==> src/rtl/ans_pkg.sv <==
// Shared rANS definitions: reset/lower-bound state, encoder FSM encoding and
// the renormalisation upper bound used by both encoder and decoder.
package ans_pkg;

  localparam logic [31:0] RENORM_LOW = 32'h1000;

  typedef enum logic [1:0] {
    ENC_IDLE,
    ENC_RENORM,
    ENC_WAIT_UPD,
    ENC_FLUSH
  } enc_state_e;

  // 64-bit arithmetic keeps ((RENORM_LOW >> prob_bits) << word_width) * freq exact
  function automatic logic [63:0] calc_x_max(input logic [63:0] freq,
                                             input int unsigned prob_bits,
                                             input int unsigned word_width);
    logic [63:0] base;
    base = ({32'd0, RENORM_LOW} >> prob_bits) << word_width;
    return base * freq;
  endfunction

endpackage

==> src/rtl/ans_word_fifo.sv <==
// Small output word FIFO; a push while full is dropped even if a pop happens
// in the same cycle. Head reads as zero while empty.
module ans_word_fifo #(
  parameter int WIDTH = 16,
  parameter int DEPTH = 4
) (
  input  logic             clk,
  input  logic             rst,
  input  logic             i_push,
  input  logic [WIDTH-1:0] i_push_data,
  input  logic             i_pop,
  output logic [WIDTH-1:0] o_head,
  output logic             o_full,
  output logic             o_empty
);
  localparam int AW = $clog2(DEPTH);
  localparam logic [AW:0] FULL_CNT = DEPTH[AW:0];

  logic [WIDTH-1:0] r_mem [DEPTH];
  logic [AW-1:0]    r_wr_ptr;
  logic [AW-1:0]    r_rd_ptr;
  logic [AW:0]      r_count;
  logic             w_do_push;
  logic             w_do_pop;

  assign o_full    = (r_count == FULL_CNT);
  assign o_empty   = (r_count == '0);
  assign w_do_push = i_push && !o_full;
  assign w_do_pop  = i_pop && !o_empty;
  assign o_head    = o_empty ? '0 : r_mem[r_rd_ptr];

  always_ff @(posedge clk) begin
    if (w_do_push) r_mem[r_wr_ptr] <= i_push_data;
  end

  always_ff @(posedge clk or posedge rst) begin
    if (rst) begin
      r_wr_ptr <= '0;
      r_rd_ptr <= '0;
      r_count  <= '0;
    end else begin
      if (w_do_push) r_wr_ptr <= r_wr_ptr + AW'(1);
      if (w_do_pop)  r_rd_ptr <= r_rd_ptr + AW'(1);
      case ({w_do_push, w_do_pop})
        2'b10:   r_count <= r_count + (AW+1)'(1);
        2'b01:   r_count <= r_count - (AW+1)'(1);
        default: r_count <= r_count;
      endcase
    end
  end

endmodule

==> src/rtl/ans_encoder_renorm.sv <==
// rANS encoder state holder: renormalises before each symbol, flushes at slice end.
// Optional pushed-word counter enabled by defining ANS_ENC_WORD_COUNT_EN.
module ans_encoder_renorm
  import ans_pkg::*;
#(
  parameter int STATE_WIDTH = 32,
  parameter int WORD_WIDTH  = 16,
  parameter int PROB_BITS   = 12,
  parameter int FIFO_DEPTH  = 4
) (
  input  logic                   clk,
  input  logic                   rst,
  input  logic                   sym_valid,
  output logic                   sym_ready,
  input  logic [PROB_BITS:0]     sym_freq,
  output logic [STATE_WIDTH-1:0] renorm_state,
  output logic                   renorm_state_valid,
  input  logic                   state_update,
  input  logic [STATE_WIDTH-1:0] next_state,
  input  logic                   flush_req,
  output logic                   flush_done,
  output logic [WORD_WIDTH-1:0]  bitstream_out,
  output logic                   bitstream_valid,
  input  logic                   bitstream_ready,
  output logic                   sym_err,
  output logic [31:0]            words_emitted
);
  localparam int NWORDS = STATE_WIDTH / WORD_WIDTH;
  localparam int CNTW   = $clog2(NWORDS) + 1;

  enc_state_e             r_fsm;
  enc_state_e             w_fsm_next;
  logic [STATE_WIDTH-1:0] r_state;
  logic [PROB_BITS:0]     r_freq;
  logic                   r_sym_err;
  logic [CNTW-1:0]        r_flush_cnt;
  logic                   r_flush_done;
  logic [63:0]            w_x_max;
  logic                   w_state_ge;
  logic                   w_fifo_full;
  logic                   w_fifo_empty;
  logic                   w_push;
  logic                   w_shift;
  logic                   w_accept;
  logic                   w_load_upd;
  logic                   w_flush_last;

  assign w_x_max    = calc_x_max(64'(r_freq), PROB_BITS, WORD_WIDTH);
  assign w_state_ge = (64'(r_state) >= w_x_max);

  always_comb begin
    w_fsm_next   = r_fsm;
    w_push       = 1'b0;
    w_shift      = 1'b0;
    w_accept     = 1'b0;
    w_load_upd   = 1'b0;
    w_flush_last = 1'b0;
    case (r_fsm)
      ENC_IDLE: begin
        if (sym_valid) begin
          w_accept   = 1'b1;
          w_fsm_next = ENC_RENORM;
        end else if (flush_req) begin
          w_fsm_next = ENC_FLUSH;
        end
      end
      ENC_RENORM: begin
        if (!w_state_ge) begin
          w_fsm_next = ENC_WAIT_UPD;
        end else if (!w_fifo_full) begin
          w_push  = 1'b1;
          w_shift = 1'b1;
        end
      end
      ENC_WAIT_UPD: begin
        if (state_update) begin
          w_load_upd = 1'b1;
          w_fsm_next = ENC_IDLE;
        end
      end
      ENC_FLUSH: begin
        if (!w_fifo_full) begin
          w_push  = 1'b1;
          w_shift = 1'b1;
          if (r_flush_cnt == CNTW'(NWORDS - 1)) begin
            w_flush_last = 1'b1;
            w_fsm_next   = ENC_IDLE;
          end
        end
      end
      default: w_fsm_next = ENC_IDLE;
    endcase
  end

  always_ff @(posedge clk or posedge rst) begin
    if (rst) begin
      r_fsm        <= ENC_IDLE;
      r_state      <= STATE_WIDTH'(RENORM_LOW);
      r_freq       <= '0;
      r_sym_err    <= 1'b0;
      r_flush_cnt  <= '0;
      r_flush_done <= 1'b0;
    end else begin
      r_fsm        <= w_fsm_next;
      r_flush_done <= w_flush_last;
      if (w_flush_last)    r_state <= STATE_WIDTH'(RENORM_LOW);
      else if (w_shift)    r_state <= r_state >> WORD_WIDTH;
      else if (w_load_upd) r_state <= next_state;
      // A zero frequency would give an empty interval; encode it as 1 and flag it
      if (w_accept) begin
        r_freq <= (sym_freq == '0) ? (PROB_BITS+1)'(1) : sym_freq;
        if (sym_freq == '0) r_sym_err <= 1'b1;
      end
      if (r_fsm != ENC_FLUSH) r_flush_cnt <= '0;
      else if (w_push)        r_flush_cnt <= r_flush_cnt + CNTW'(1);
    end
  end

  ans_word_fifo #(
    .WIDTH (WORD_WIDTH),
    .DEPTH (FIFO_DEPTH)
  ) u_fifo (
    .clk         (clk),
    .rst         (rst),
    .i_push      (w_push),
    .i_push_data (r_state[WORD_WIDTH-1:0]),
    .i_pop       (bitstream_ready),
    .o_head      (bitstream_out),
    .o_full      (w_fifo_full),
    .o_empty     (w_fifo_empty)
  );

  assign sym_ready          = (r_fsm == ENC_IDLE);
  assign renorm_state       = r_state;
  assign renorm_state_valid = (r_fsm == ENC_WAIT_UPD);
  assign flush_done         = r_flush_done;
  assign bitstream_valid    = !w_fifo_empty;
  assign sym_err            = r_sym_err;

`ifdef ANS_ENC_WORD_COUNT_EN
  logic [31:0] r_words;
  always_ff @(posedge clk or posedge rst) begin
    if (rst)                           r_words <= '0;
    else if (w_push && r_words != '1)  r_words <= r_words + 32'd1;
  end
  assign words_emitted = r_words;
`else
  assign words_emitted = 32'd0;
`endif

endmodule

==> config.mk <==
export PLATFORM = sky130hd
export DESIGN_NAME = ans_encoder_renorm
export DESIGN_NICKNAME = d
export VERILOG_FILES = /design/src/rtl/ans_pkg.sv /design/src/rtl/ans_word_fifo.sv /design/src/rtl/ans_encoder_renorm.sv
export SDC_FILE = /design/constraint.sdc
export NUM_CORES = 1
export LEC_CHECK = 0
export ABC_AREA = 1
export CAP_MARGIN = 10
export CELL_PAD_IN_SITES_DETAIL_PLACEMENT = 1
export CELL_PAD_IN_SITES_GLOBAL_PLACEMENT = 1
export CORE_ASPECT_RATIO = 1.5
export CORE_MARGIN = 2
export CORE_UTILIZATION = 25
export DETAILED_ROUTE_END_ITERATION = 6
export GPL_TIMING_DRIVEN = 0
export PLACE_DENSITY_LB_ADDON = 0.1
export RECOVER_POWER = 25
export SYNTH_ARGS = -nofsm -noshare
export SYNTH_HDL_FRONTEND = slang
export SYNTH_SLANG_ARGS = --single-unit
export TNS_END_PERCENT = 50
==> constraint.sdc <==
create_clock -name clk -period 5.65 [get_ports clk]
set_input_delay 1.4125 -clock clk [delete_from_list [all_inputs] [get_ports clk]]
set_output_delay 1.4125 -clock clk [all_outputs]
set_load 0.02 [all_outputs]
---- Word level (Yosys, flattened, before mapping) ----
Memory sizes are Yosys's and may differ from the RTL's.
Index checks and enable logic that the tools add are counted.
cells by class
  add/subtract/negate cells ............... 5
  order comparisons ....................... 1
  equal/unequal tests ..................... 13
  multiplexer cells ....................... 27
  reduce and logical (&&, ||, !) cells .... 12
operator list
  cell                                                                     count
  32-bit two-way mux                                                       3
  32-bit by 29-bit greater-or-equal comparator with 1-bit output           1
  16-bit two-way mux                                                       1
  2-bit two-way mux                                                        8
  13-bit zero test                                                         1
  13-bit two-way mux                                                       1
  1-bit two-way mux                                                        11
  2-bit inequality test, second input constant                             4
  2-bit one-hot mux with 4 select lines                                    1
  2-bit by 1-bit adder with 2-bit output, second input constant            3
  2-bit by 1-bit equality test with 1-bit output, second input constant    3
  2-bit equality test, second input constant                               3
  3-bit one-hot mux with 2 select lines                                    1
  5-bit AND reduction                                                      1
  2-bit nonzero test                                                       2
  3-bit by 1-bit adder with 3-bit output, second input constant            1
  3-bit equality test, second input constant                               1
  3-bit zero test                                                          1
  3-bit by 2-bit inequality test with 1-bit output, second input constant  1
  3-bit nonzero test                                                       1
  3-bit by 1-bit subtractor with 3-bit output, second input constant       1
  1-bit logical AND                                                        2
  1-bit zero test                                                          2
  2-bit zero test                                                          1
  other kinds (3)                                                          3
storage, ports and cells
  flip-flop bits (word level) ............. 58
  RAM bits ................................ 64
  input bits .............................. 51
  output and inout port bits .............. 85
  word-level logic and storage cells ...... 68
  memories kept ........................... 1
memory list
  name          depth  bits a word  read ports  clocked after memory_dff  write ports  RTL line             source
  u_fifo.r_mem  4      16           1           0                         1            ans_word_fifo.sv:19  logic [WIDTH-1:0] r_mem [DEPTH];

---- Logic depth before layout (Yosys ltp) ----
Gate-level depths: netlist (run 1).
  depth after elaboration ................. 7
  depth in mapped cells ................... 19

---- Modules after synthesis ----
Synthesis (run 1) repeated with hierarchy kept, for this count alone.
second synthesis, totals
  cell total of the unflattened synthesis .. 720
  area total of the unflattened synthesis .. 6,272.3 um^2
by module, submodules not included
  module              times used  cells each  area each (um^2)  seq. area each (um^2)
  ans_word_fifo       1           311         3,196.8           2,097.0
  ans_encoder_renorm  1           409         3,075.4           1,277.5

---- Worst setup path before layout (run 1) ----
Ideal clock, no wire load.
  path kind ............................... register to output
  start ................................... register u_fifo.r_rd_ptr[1]
  end ..................................... output port bitstream_out[5]
  arrival time ............................ 1,432 ps
  data required time ...................... 4,238 ps
  slack ................................... 2,806 ps
  cell stages (with the launch flop) ...... 7
  buffers on the path ..................... 2
  cell sequence ........................... dfrtp_1 > clkbuf_1 > inv_1 > clkbuf_1 > nor2_1 > o21ai_0 > a21oi_1
on the way
  cells in the longest elaborated chain, start to end .. 2
ends and longest elaborated chain
  element                 RTL line                  source
  from (decl)             ans_word_fifo.sv:21       logic [AW-1:0] r_rd_ptr;
  from (signal assigned)  ans_word_fifo.sv:43       if (w_do_pop) r_rd_ptr <= r_rd_ptr + AW'(1);
  memory 4 x 16 bit       n/a
  16-bit two-way mux      ans_word_fifo.sv:30       assign o_head = o_empty ? '0 : r_mem[r_rd_ptr];
  to (decl)               ans_encoder_renorm.sv:22  output logic [WORD_WIDTH-1:0] bitstream_out,
Every way passes these cells.

---- Final worst setup path (run 1) ----
Same ends and word-level chain as after synthesis.

==> results.md, run 1 <==
- The flow ran to the end, and the final reports show no timing, DRC or antenna violations.
- The post-synthesis instance area is 5882 um^2.
- The violation count after the first detailed-routing iteration is 148.
- The via count of the first global-routing pass came to 5213.
- The first global-routing pass estimated 28100 um of wire.
- Data on the critical path arrives at its endpoint at 2.87 ns.
- The number of failing hold endpoints at the final stage came to 0.
- The clock tree root driver cell is clkbuf_16.
- The number of pins with negative max-slew slack in the final report is 0.
- The sum of net half-perimeters after detailed placement is 13810 um.
- At the later pin of the worst-skew pair, clock insertion delay measures 0.43 ns.
- The instance area after placement is 7513 um^2.
- Traced cell by cell, the critical path runs through clkbuf_1 > inv_1 > clkbuf_1 > nor2_1 > o21ai_0 > a21oi_1 > clkdlybuf4s50_1.
- The total setup buffers inserted after CTS is 0.
- In this run the standard cell core region covers 23060 um^2.
- The congestion estimate from routability-driven global placement came to 0.7340.
- The horizontal extent of the die is 129.2 um.
- After technology mapping, the gate count stands at 634.
- The library cells used most frequently in the layout, excluding fill and tap cells, are 158 x nand2_1, 102 x clkdlybuf4s50_1, 88 x nor2_1.
- The path class of the tightest hold or removal check is reg -> reg.
- The H-tree was split into 4 levels.
- Across all setup checks in the final design, the least slack found is 1.367 ns.
- The number of buffers and inverters on the critical path is 4.
- The total die area is 24800 um^2.
- Ranked by total cell area, the synthesized netlist is headed by edfxtp_1 33%, dfrtp_1 24%, nand2_1 10%.
- Leaving out fill and tap cells, the most frequent cell in the layout is nand2_1.
- The highest clock rate is 0.2335 GHz.
- In this run the remaining antenna-violating nets after routing total 0.
- The maximum number of buffers from clock root to sink is 2.
- The maximum number of pins on one net before global-route repair is 42.
- The fraction of layout cells with a size suffix above 1 is 11.18%.
- The most critical setup path has its startpoint at u_fifo.r_rd_ptr[1]$_DFFE_PP0P_.
- The number of clock buffers added by TritonCTS is 17.
- The length of the first detailed-routing pass in iterations is 4.
- Counting flops and latches in the post-synthesis netlist gives 122.
- The repair_antennas step left the layout with diodes totalling 0.
- The clock drives 122 sinks.
- The number of gates resized after CTS was 0.
- Setup violations remaining at the end of the flow were counted as 0.
- The critical-path cell with the highest stage delay is clkdlybuf4s50_1.
- The count of buffers from port buffering is 103.
- The number of antenna violations at the first check in global routing was 0.
- The number of nets in the finished design is 863.
- Global routing finished with a remaining overflow of 0.
- In the routed layout, each cell is associated on average with a via count of 4.161.
- The count of yosys warnings during synthesis is 0.
- The routed metal-1 wirelength is 6735 um.
- In this design, the stage delay of the slowest critical-path cell is 0.64 ns.
- The detailed route wirelength on metal3 is 662 um.
- The power density over the cells is 633.8 nW/um^2.
- The detail-routed net length per standard cell is 15.70 um.
- Max-cap violations in this run came to 0.
- The number of distinct library cells after synthesis is 33.
- In the routed design, unresolved DRC markers number 0.
- For this design the top-level I/O count stands at 136.
- Across the VDD grid, the largest voltage drop is 0.0002521 V.
- The period utilization is 75.81%.
- The startpoint type of the worst setup path is a register.
- The number of core rows is 68.
- The worst hold path begins at sym_err$_DFFE_PP0P_.
- The CTS clock-pin slew for the worst setup and hold paths is 0.06 ns.
- The detailed-routed wire length on met2 is 9941 um.
- The number of hold buffers added after CTS was 0.
- Summed over its instances, the top area cell type makes up 32.67% of the synthesized netlist area.
- The worst pin sits at a relative slew slack of 46.29%.
- The average instance in the mapped netlist occupies 9.277 um^2.
- Setup repair after global routing left no endpoint under its margin.
- Along the worst path, the maximum fanout reaches 10.
- The startpoint of the most critical register-to-register path is renorm_state[19]$_DFFE_PP0P_.
- The floorplan step set the die height to 191.9 um.
- The leakage power is 3.593 nW.
- The share of the Yosys chip area taken by registers is 57.37%.
- The top layer reached by signal wires is met4.
- The accumulated negative setup slack is 0 ns.
- For this block, the routed nets add up to 17590 um of wire.
- The pre-CTS setup slack is 1.744 ns.
- The largest total area in the synthesized netlist belongs to edfxtp_1.
- The CTS tree is yes.
- The data required time of the critical path is 4.24 ns.
- The worst path needs 4.283 ns of the cycle, external delays included.
- Across every metal layer, demand over resource in global routing totals 15.11%.
- The critical path's top delay family is buffers and inverters.
- The detailed-route via count is 4660.
- After routing the design area is 8110 um^2.
- The critical path in this run is classified as reg -> out.
- Compared with the post-synthesis result, the final layout area differs by 37.89%.
- The initial core utilization is 25.51%.
- The actual slew at the worst max-slew pin is 0.8047 ns.
- For the final database, setup skew stands at 0.01371 ns.
- Among the stages of the critical path, the cell type that occurs most often is clkbuf_1.
- STA classifies the critical path endpoint as an output pin.
## worst register-to-register path, cell delays in order, from the launching register on
cell     delay [ns]
dfrtp_1        0.45
ha_1           0.34
nand2_1        0.09
inv_1          0.04
nand2_1        0.05
nand2_1        0.06
nand2_1        0.06
nand2_1        0.09
nand2_1        0.13
nand4_4        0.16
nand2_4        0.17
buf_2          0.32
ha_1           0.21
inv_1          0.07
fa_1           0.39
a21oi_1        0.14
o21ai_0        0.11
xor2_1         0.16
## synth_stat cells (all sizes together)
library cell,number
nand2,160
nor2,95
edfxtp,64
dfrtp,57
o21ai,50
inv,49
buf,44
nand3,37
a21oi,25
ha,19
clkbuf,13
nand4,3
xor2,3
and2,2
nor4,2
a211oi,1
a21o,1
and3,1
conb,1
dfstp,1
fa,1
nand3b,1
nor3,1
o211ai,1
o31ai,1
xnor2,1
## layer usage
| metal | global-route usage, % | up-vias |
|---|---|---|
| met5 | 0 | - |
| met3 | 3.064 | 22 |
| met1 | 16.04 | 2216 |
| met4 | 4.933 | 0 |
| met2 | 29.19 | 101 |
| li1 | - | 2321 |
## layout make-up
type                    count  area [um^2]
multi-input cells         437         2082
repair buffers            108         1111
fillers                  2680        14950
well taps                 315        394.1
flip-flops and latches    122         3374
clock buffers              24        514.2
plain buffers              57        367.9
clock inverters             8        82.58
inverters                  49        183.9
## worst paths after layout
path / endpoint / slack, ns / depth (start not counted)
worst min register to register: sym_err$_DFFE_PP0P_ / 0.47 / 2
worst max-delay path: bitstream_out[5] / 1.37 / 7
max in group asynchronous: renorm_state[12]$_DFFE_PP1P_ / 3.32 / 3
worst min-delay path: sym_err$_DFFE_PP0P_ / 0.47 / 2
min in group asynchronous: u_fifo.r_rd_ptr[0]$_DFFE_PP0P_ / 1.59 / 2
worst max register to register: u_fifo.r_count[2]$_DFFE_PP0P_ / 2.50 / 17
## kinds of logic (layout without fill, tap and decap cells)
| family | after synthesis | after routing | share of synthesized area [%] |
|---|---|---|---|
| AND/OR/NAND/NOR | 302 | 302 | 21.12 |
| other | 1 | 32 | 0.06376 |
| buffers and inverters | 106 | 246 | 9.381 |
| adder cells (fa/ha/maj) | 20 | 20 | 4.382 |
| XOR/XNOR | 4 | 4 | 0.5957 |
| AO/OA/AOI/OAI | 79 | 79 | 7.084 |
| flip-flops | 122 | 122 | 57.37 |
## power breakdown
group	total, mW	switching (mW)	leakage [nW]	internal [mW]
combinational	2.47	1.52	1.99	0.953
clock	1.08	0.400	0.291	0.682
sequential	1.59	0.251	1.31	1.34
total	5.14	2.17	3.59	2.97
## registers in the layout, indices dropped and copies added, names as in the netlist, 2 cells and up
register	cells
r_flush_cnt	2
r_freq	13
r_fsm	2
renorm_state	32
u_fifo.r_count	3
u_fifo.r_mem	64
u_fifo.r_rd_ptr	2
u_fifo.r_wr_ptr	2
## stage by stage
stage	hold slack (ns)	utilization (%)	instances	power [mW]
floorplan	0.4392	-	665	3.045
global placement	0.4531	32.20	1083	4.025
detailed placement	0.4554	32.59	1088	4.156
CTS	0.4796	35.17	1120	5.260
global route	0.5151	35.17	1120	5.590
finish	0.4728	35.17	1120	5.141
No activity file was read; power rests on OpenSTA's default activity.
==> run 2: changes to the inputs <==
- clock period: 5.65 -> 3.9 ns (I/O delays scaled with it)
==> results.md, run 2 (synthesis gave the netlist of run 1 again) <==
- After layout, the minimum clock period comes to 3.649 ns.
- The synthesis-to-layout area growth is 37.86% (was 37.89%).
- The proportion of power drawn by combinational gates came to 47.9% (was 48.1%).
- The number of pins with negative max-slew slack in the final report is 0 (unchanged).
- The number of buffers inserted by hold repair at cts came to 0 (unchanged).
- The summed area of non-filler cells in the final layout is 8109 um^2 (was 8110 um^2).
- Commonest cells after routing, fill and taps aside: 158 x nand2_1, 102 x clkdlybuf4s50_1, 88 x nor2_1 (unchanged).
- The sequential share of power was 31.1% (was 30.9%).
- The power consumption is 7.446 mW (was 5.141 mW).
- The total setup buffers inserted after CTS is 0 (unchanged).
- The actual slew at the worst max-slew pin is 0.8105 ns (was 0.8047 ns).
- The violation count after the first detailed-routing iteration was 158 (was 148).
- The count of inserted antenna diode cells came to 0 (unchanged).
- The number of core rows is 68 (unchanged).
- The fraction of layout cells with a size suffix above 1 is 11.44% (was 11.18%).
- The power density over the cells is 918.2 nW/um^2 (was 633.8 nW/um^2).
- The startpoint type of the worst setup path was a register (unchanged).
- The detail-routed net length per standard cell came to 15.68 um (was 15.70 um).
- The clock tree root driver cell is clkbuf_16 (unchanged).
- The horizontal extent of the die came to 129.2 um (unchanged).
- The wire length of the first global-routing pass is 28070 um (was 28100 um).
- The number of buffers inserted during clock tree synthesis is 17 (unchanged).
- The flip-flop count of the largest register after layout is 64 (unchanged).
- The internal power of the cells was 4.304 mW (was 2.971 mW).
- The maximum number of pins on one net before global-route repair came to 42 (unchanged).
- The detailed-route via count came to 4651 (was 4660).
- The buffer and inverter count on the worst path is 3 (was 4).
- The post-detailed-routing wire length is 17550 um (was 17590 um).
- The worst voltage drop across the vdd grid is 0.0003658 V (was 0.0002521 V).
- The critical-path cell with the highest stage delay was clkdlybuf4s50_1 (unchanged).
- The I/O pin count is 136 (unchanged).
- The total number of clock tree sinks is 122 (unchanged).
- The pre-CTS setup slack came to 0.4319 ns (was 1.744 ns).
- The classification of the worst setup path is reg -> out (unchanged).
- The initial core utilization is 25.51% (unchanged).
- Crit path cell chain: clkbuf_1 > clkbuf_1 > nor2_1 > nor2_1 > o21ai_0 > a21oi_1 > clkdlybuf4s50_1 (was clkbuf_1 > inv_1 > clkbuf_1 > nor2_1 > o21ai_0 > a21oi_1 > clkdlybuf4s50_1).
- The net switching power of the design came to 3.142 mW (was 2.170 mW).
- The delay of the slowest cell on the worst path came to 0.65 ns (was 0.64 ns).
- The number of antenna violations at the first check in global routing is 0 (unchanged).
- The headroom to the max-slew limit is 45.91% (was 46.29%).
- The total routing usage reported by global routing came to 15.10% (was 15.11%).
- Outcome: completed (unchanged).
- The commonest non-fill, non-tap cell in the layout is nand2_1 (unchanged).
- The minimum setup slack among reg-to-reg paths is 0.75 ns (was 2.50 ns).
- The post-layout instance count excluding filler cells is 1119 (was 1120).
- The number of nets in the finished design is 862 (was 863).
- The post-detailed-route count of antenna-violating nets was 0 (unchanged).
- The leakage power came to 3.598 nW (was 3.593 nW).
- The overflow left after global routing came to 0 (unchanged).
- The reported max-cap violation count is 0 (unchanged).
- The period utilization is 93.55%.
- The CTS tree is yes (unchanged).
- The type of the worst min-delay path is reg -> reg (unchanged).
- The number of H-tree branching levels is 4 (unchanged).
- The sum of net half-perimeters after detailed placement was 13810 um (unchanged).
- The maximum number of buffers from clock root to sink is 2 (unchanged).
- The critical path's top delay family is buffers and inverters (unchanged).
- The type of element capturing the critical path is an output pin (unchanged).
- The number of failing hold endpoints at the final stage is 0 (unchanged).
- The total die area is 24800 um^2 (unchanged).
- The top fanout value on the critical path was 10 (unchanged).
- The placed cell count was 1088 (unchanged).
- The data required time of the critical path came to 2.92 ns (was 4.24 ns).
- The post-route clock skew came to 0.01363 ns (was 0.01371 ns).
- The placer's final routability congestion estimate was 0.7340 (unchanged).
- The count of buffers from port buffering is 103 (unchanged).
- The instance area after placement was 7513 um^2 (unchanged).
- The register name with the most flops is u_fifo.r_mem (unchanged).
- The floorplan core area is 23060 um^2 (unchanged).
- The clock network power share was 21.0% (about the same).
- The die boundary height is 191.9 um (unchanged).
- The CTS clock-pin slew for the worst setup and hold paths is 0.06 ns (about the same).
- The number of remaining DRC errors is 0 (unchanged).
- The switching part of the total is 42.19% (was 42.20%).
- The source-to-sink clock delay at the later pin of the worst-skew pair is 0.43 ns (about the same).
- The ratio of routed vias to standard cells is 4.156 (was 4.161).
- The via count of the first global-routing pass is 5200 (was 5213).
- The data arrival time at the worst-slack endpoint is 2.67 ns (was 2.87 ns).
- The length of the first detailed-routing pass in iterations is 4 (unchanged).
- The setup violation total in the final timing report came to 0 (unchanged).
- The highest clock rate is 0.2741 GHz.
- The post-route worst setup slack was 0.2514 ns (was 1.367 ns).
- Unrepaired setup endpoints after global routing: true (was false).
[run 2: changes by cell type in the layout (fill, tap and decap cells not counted)]
cell      change
clkbuf_1      -3
clkbuf_2      +2
[run 2: cell type report]
type                       count  area [um^2]
sequential                   122         3374
fill                        2678        14950
multi-input combinational    437         2082
inverter                      49        183.9
clock buffer                  24        514.2
timing repair buffer         108         1111
buffer                        56        366.6
tap                          315        394.1
clock inverter                 8        82.58
[run 2: path summary, 6_finish.rpt]
kind                                                start                       endpoint  cells after the start
max                        u_fifo.r_rd_ptr[0]$_DFFE_PP0P_              bitstream_out[12]                      7
min                                   sym_err$_DFFE_PP0P_            sym_err$_DFFE_PP0P_                      2
max reg2reg                  renorm_state[19]$_DFFE_PP0P_  u_fifo.r_count[2]$_DFFE_PP0P_                     17
min reg2reg                           sym_err$_DFFE_PP0P_            sym_err$_DFFE_PP0P_                      2
max in group asynchronous                             rst   renorm_state[12]$_DFFE_PP1P_                      3
min in group asynchronous                             rst     r_flush_cnt[1]$_DFFE_PP0P_                      2
[run 2: worst min-delay path, cell delays in order, from the launching register on]
cell and delay (ns):
dfrtp_1 0.35, inv_1 0.04, nand2_1 0.05
[run 2: through the flow]
step / utilization, % / TNS (ns) / hold WS [ns]
after CTS: 35.16 / 0 / 0.4796
after global placement: 32.20 / 0 / 0.4531
after floorplan: - / 0 / 0.4392
final: 35.17 / 0 / 0.4728
after detailed placement: 32.59 / 0 / 0.4554
after global routing: 35.17 / -0.02208 / 0.5151
[run 2: power by group through the flow]
stage / logic [mW] / registers, mW / clock network (mW)
after floorplan: 2.04 / 2.37 / 0
after global placement: 3.51 / 2.32 / 0
after detailed placement: 3.68 / 2.34 / 0
after CTS: 3.68 / 2.33 / 1.60
after global routing: 4.05 / 2.39 / 1.65
final: 3.57 / 2.31 / 1.57
[run 2: routing by layer]
layer | up-vias | global-route usage [%] | part of all wire [%]
met5 | - | 0 | 0
met4 | 0 | 4.933 | 1.4
met3 | 22 | 3.064 | 3.7
met2 | 99 | 29.15 | 56
met1 | 2211 | 16.04 | 39
li1 | 2319 | - | -
[run 2: timing repair]
item,4_1_cts,5_1_grt
gates resized for setup,0,4
endpoints found under the setup margin,7,3
pin swaps,0,0
gates cloned,0,0
==> run 3: changes to the inputs <==
- CORE_UTILIZATION: 25 -> 34
==> results.md, run 3 (synthesis gave the netlist of run 1 again) <==
- The reported max-cap violation count is 0 (unchanged).
- The startpoint type of the worst setup path was a register (unchanged).
- The synthesis-to-layout area growth came to 34.86% (was 37.86%).
- The total die area was 18390 um^2 (was 24800 um^2).
- The end point of the most critical hold path is sym_err$_DFFE_PP0P_ (unchanged).
- The number of pins with negative max-slew slack in the final report is 0 (unchanged).
- The sum of net half-perimeters after detailed placement is 12880 um (was 13810 um).
- The maximum number of buffers from clock root to sink is 2 (unchanged).
- The type of the worst min-delay path is reg -> reg (unchanged).
- The detailed-route via count is 4725 (was 4651).
- The detail-routed net length per standard cell is 16.37 um (was 15.68 um).
- The die boundary height is 165.1 um (was 191.9 um).
- The accumulated negative setup slack is 0 ns (unchanged).
- The overflow left after global routing was 0 (unchanged).
- The violation count after the first detailed-routing iteration is 143 (was 158).
- The register name with the most flops is u_fifo.r_mem (unchanged).
- The ratio of routed vias to standard cells is 4.660 (was 4.156).
- The total number of clock tree sinks is 122 (unchanged).
- The leakage power is 3.574 nW (was 3.598 nW).
- The number of remaining DRC errors came to 0 (unchanged).
- The post-route clock skew is 0.01238 ns (was 0.01363 ns).
- The power consumption was 7.367 mW (was 7.446 mW).
- The buffer and inverter count on the worst path is 3 (unchanged).
- The source-to-sink clock delay at the later pin of the worst-skew pair was 0.41 ns (was 0.43 ns).
- Unrepaired setup endpoints after global routing: false (was true).
- The number of core rows is 58 (was 68).
- The depth of the worst register-to-register path is 15 (was 17).
- The length of the first detailed-routing pass in iterations is 5 (was 4).
- The number of failing hold endpoints at the final stage was 0 (unchanged).
- The setup violation total in the final timing report is 0 (unchanged).
- The clock tree root driver cell is clkbuf_16 (unchanged).
- The CTS clock-pin slew for the worst setup and hold paths is 0.06 ns (about the same).
- The floorplan core area came to 16840 um^2 (was 23060 um^2).
- The placer's final routability congestion estimate is 0.8139 (was 0.7340).
- The number of nets in the finished design is 862 (unchanged).
- Outcome: completed (unchanged).
- The fraction of layout cells with a size suffix above 1 is 10.95% (was 11.44%).
- The top fanout value on the critical path is 10 (unchanged).
- The final critical delay including setup and external delays is 3.622 ns (was 3.649 ns).
- The power density over the cells is 928.7 nW/um^2 (was 918.2 nW/um^2).
- The startpoint of the most critical register-to-register path is renorm_state[19]$_DFFE_PP0P_ (unchanged).
- The worst voltage drop across the vdd grid is 0.0004587 V (was 0.0003658 V).
- The type of element capturing the critical path is an output pin (unchanged).
- The post-detailed-routing wire length came to 16600 um (was 17550 um).
- The post-route worst setup slack is 0.2779 ns (was 0.2514 ns).
- The wire length of the first global-routing pass is 26610 um (was 28070 um).
- The data required time of the critical path was 2.92 ns (about the same).
- The launch instance of the worst min-delay path is sym_err$_DFFE_PP0P_ (unchanged).
- The count of buffers from port buffering came to 103 (unchanged).
- The delay of the slowest cell on the worst path is 0.64 ns (was 0.65 ns).
- The critical path's top delay family is buffers and inverters (unchanged).
- The critical-path cell with the highest stage delay is clkdlybuf4s50_1 (unchanged).
- The I/O pin count is 136 (unchanged).
- The summed area of non-filler cells in the final layout is 7933 um^2 (was 8109 um^2).
- The minimum setup slack among reg-to-reg paths is 0.72 ns (was 0.75 ns).
- Commonest cells after routing, fill and taps aside: 158 x nand2_1, 102 x clkdlybuf4s50_1, 90 x nor2_1 (was 158 x nand2_1, 102 x clkdlybuf4s50_1, 88 x nor2_1).
- The initial core utilization is 34.94% (was 25.51%).
- The post-detailed-route count of antenna-violating nets came to 0 (unchanged).
- The CTS tree is yes (unchanged).
- The data arrival time at the worst-slack endpoint is 2.65 ns (was 2.67 ns).
- The number of buffers inserted by hold repair at cts is 0 (unchanged).
- The post-cts gate resize count is 0 (unchanged).
- The total setup buffers inserted after CTS is 0 (unchanged).
- The instance area after placement came to 7362 um^2 (was 7513 um^2).
- The commonest non-fill, non-tap cell in the layout is nand2_1 (unchanged).
- The via count of the first global-routing pass is 5136 (was 5200).
- The period utilization was 92.87% (was 93.55%).
- The actual slew at the worst max-slew pin is 0.9439 ns (was 0.8105 ns).
- The endpoint of the worst-slack reg-to-reg timing path is u_fifo.r_count[2]$_DFFE_PP0P_ (unchanged).
- The hold path depth is 2 (unchanged).
- The number of antenna violations at the first check in global routing is 0 (unchanged).
- The headroom to the max-slew limit was 37.00% (was 45.91%).
- The highest clock rate is 0.2761 GHz (was 0.2741 GHz).
- The total routing usage reported by global routing is 18.74% (was 15.10%).
- The number of H-tree branching levels is 4 (unchanged).
- The maximum number of pins on one net before global-route repair came to 38 (was 42).
- The number of buffers inserted during clock tree synthesis was 17 (unchanged).
- The pre-CTS setup slack is 0.5520 ns (was 0.4319 ns).
- The count of inserted antenna diode cells was 0 (unchanged).
- The horizontal extent of the die is 111.4 um (was 129.2 um).
- The flip-flop count of the largest register after layout is 64 (unchanged).
- The classification of the worst setup path was reg -> out (unchanged).
- Crit path cell chain: clkbuf_1 > clkbuf_1 > nor2_1 > nor2_1 > o21ai_0 > a21oi_1 > clkdlybuf4s50_1 (unchanged).
run 3: worst max-delay path by stage:
| stage | start | endpoint | depth (start not counted) |
|---|---|---|---|
| finish | u_fifo.r_rd_ptr[0]$_DFFE_PP0P_ | bitstream_out[13] | 7 |
| global placement | rst | sym_err$_DFFE_PP0P_ | 2 |
| detailed placement | u_fifo.r_rd_ptr[1]$_DFFE_PP0P_ | bitstream_out[12] | 7 |
| CTS | u_fifo.r_rd_ptr[1]$_DFFE_PP0P_ | bitstream_out[13] | 7 |
| global route | u_fifo.r_rd_ptr[0]$_DFFE_PP0P_ | bitstream_out[8] | 7 |
| floorplan | renorm_state[21]$_DFFE_PP0P_ | u_fifo.r_count[2]$_DFFE_PP0P_ | 15 |
run 3: per-layer routing:
metal | GRT usage [%] | wire length (um)
met1 | 18.89 | 6095
met3 | 3.978 | 651
met4 | 6.958 | 459
met5 | 0 | 0
met2 | 37.47 | 9390
run 3: power breakdown:
group	leakage (nW)	internal [mW]	total, mW	switching, mW
combinational	1.99	1.37	3.52	2.15
clock	0.277	0.939	1.53	0.589
sequential	1.31	1.93	2.32	0.388
run 3: layout make-up:
cell class,count,area [um^2]
Inverter,49,183.9
Tap cell,210,262.8
Sequential cell,122,3374
Multi-Input combinational cell,437,2077
Clock buffer,17,425.4
Buffer,56,364.1
Clock inverter,15,148.9
Fill cell,1968,8904
Timing Repair Buffer,108,1096
run 3: through the flow:
stage                     hold slack, ns  util (%)  instances
after floorplan                   0.4392         -        665
after CTS                         0.4775     47.14       1015
final                             0.4694     47.12       1014
after global routing              0.4980     47.12       1014
after detailed placement          0.4563     43.73        983
after global placement            0.4521     43.31        978
run 3: worst register-to-register path: stages (launching register included):
cell	delay (ns)
dfrtp_1	0.43
ha_1	0.34
a21oi_1	0.18
nand2_1	0.10
nand2_1	0.07
nand2_1	0.08
nand2_1	0.13
nand4_4	0.16
nand2_4	0.17
buf_2	0.29
ha_1	0.21
inv_1	0.07
fa_1	0.39
a21oi_1	0.16
o21ai_0	0.13
xor2_1	0.16
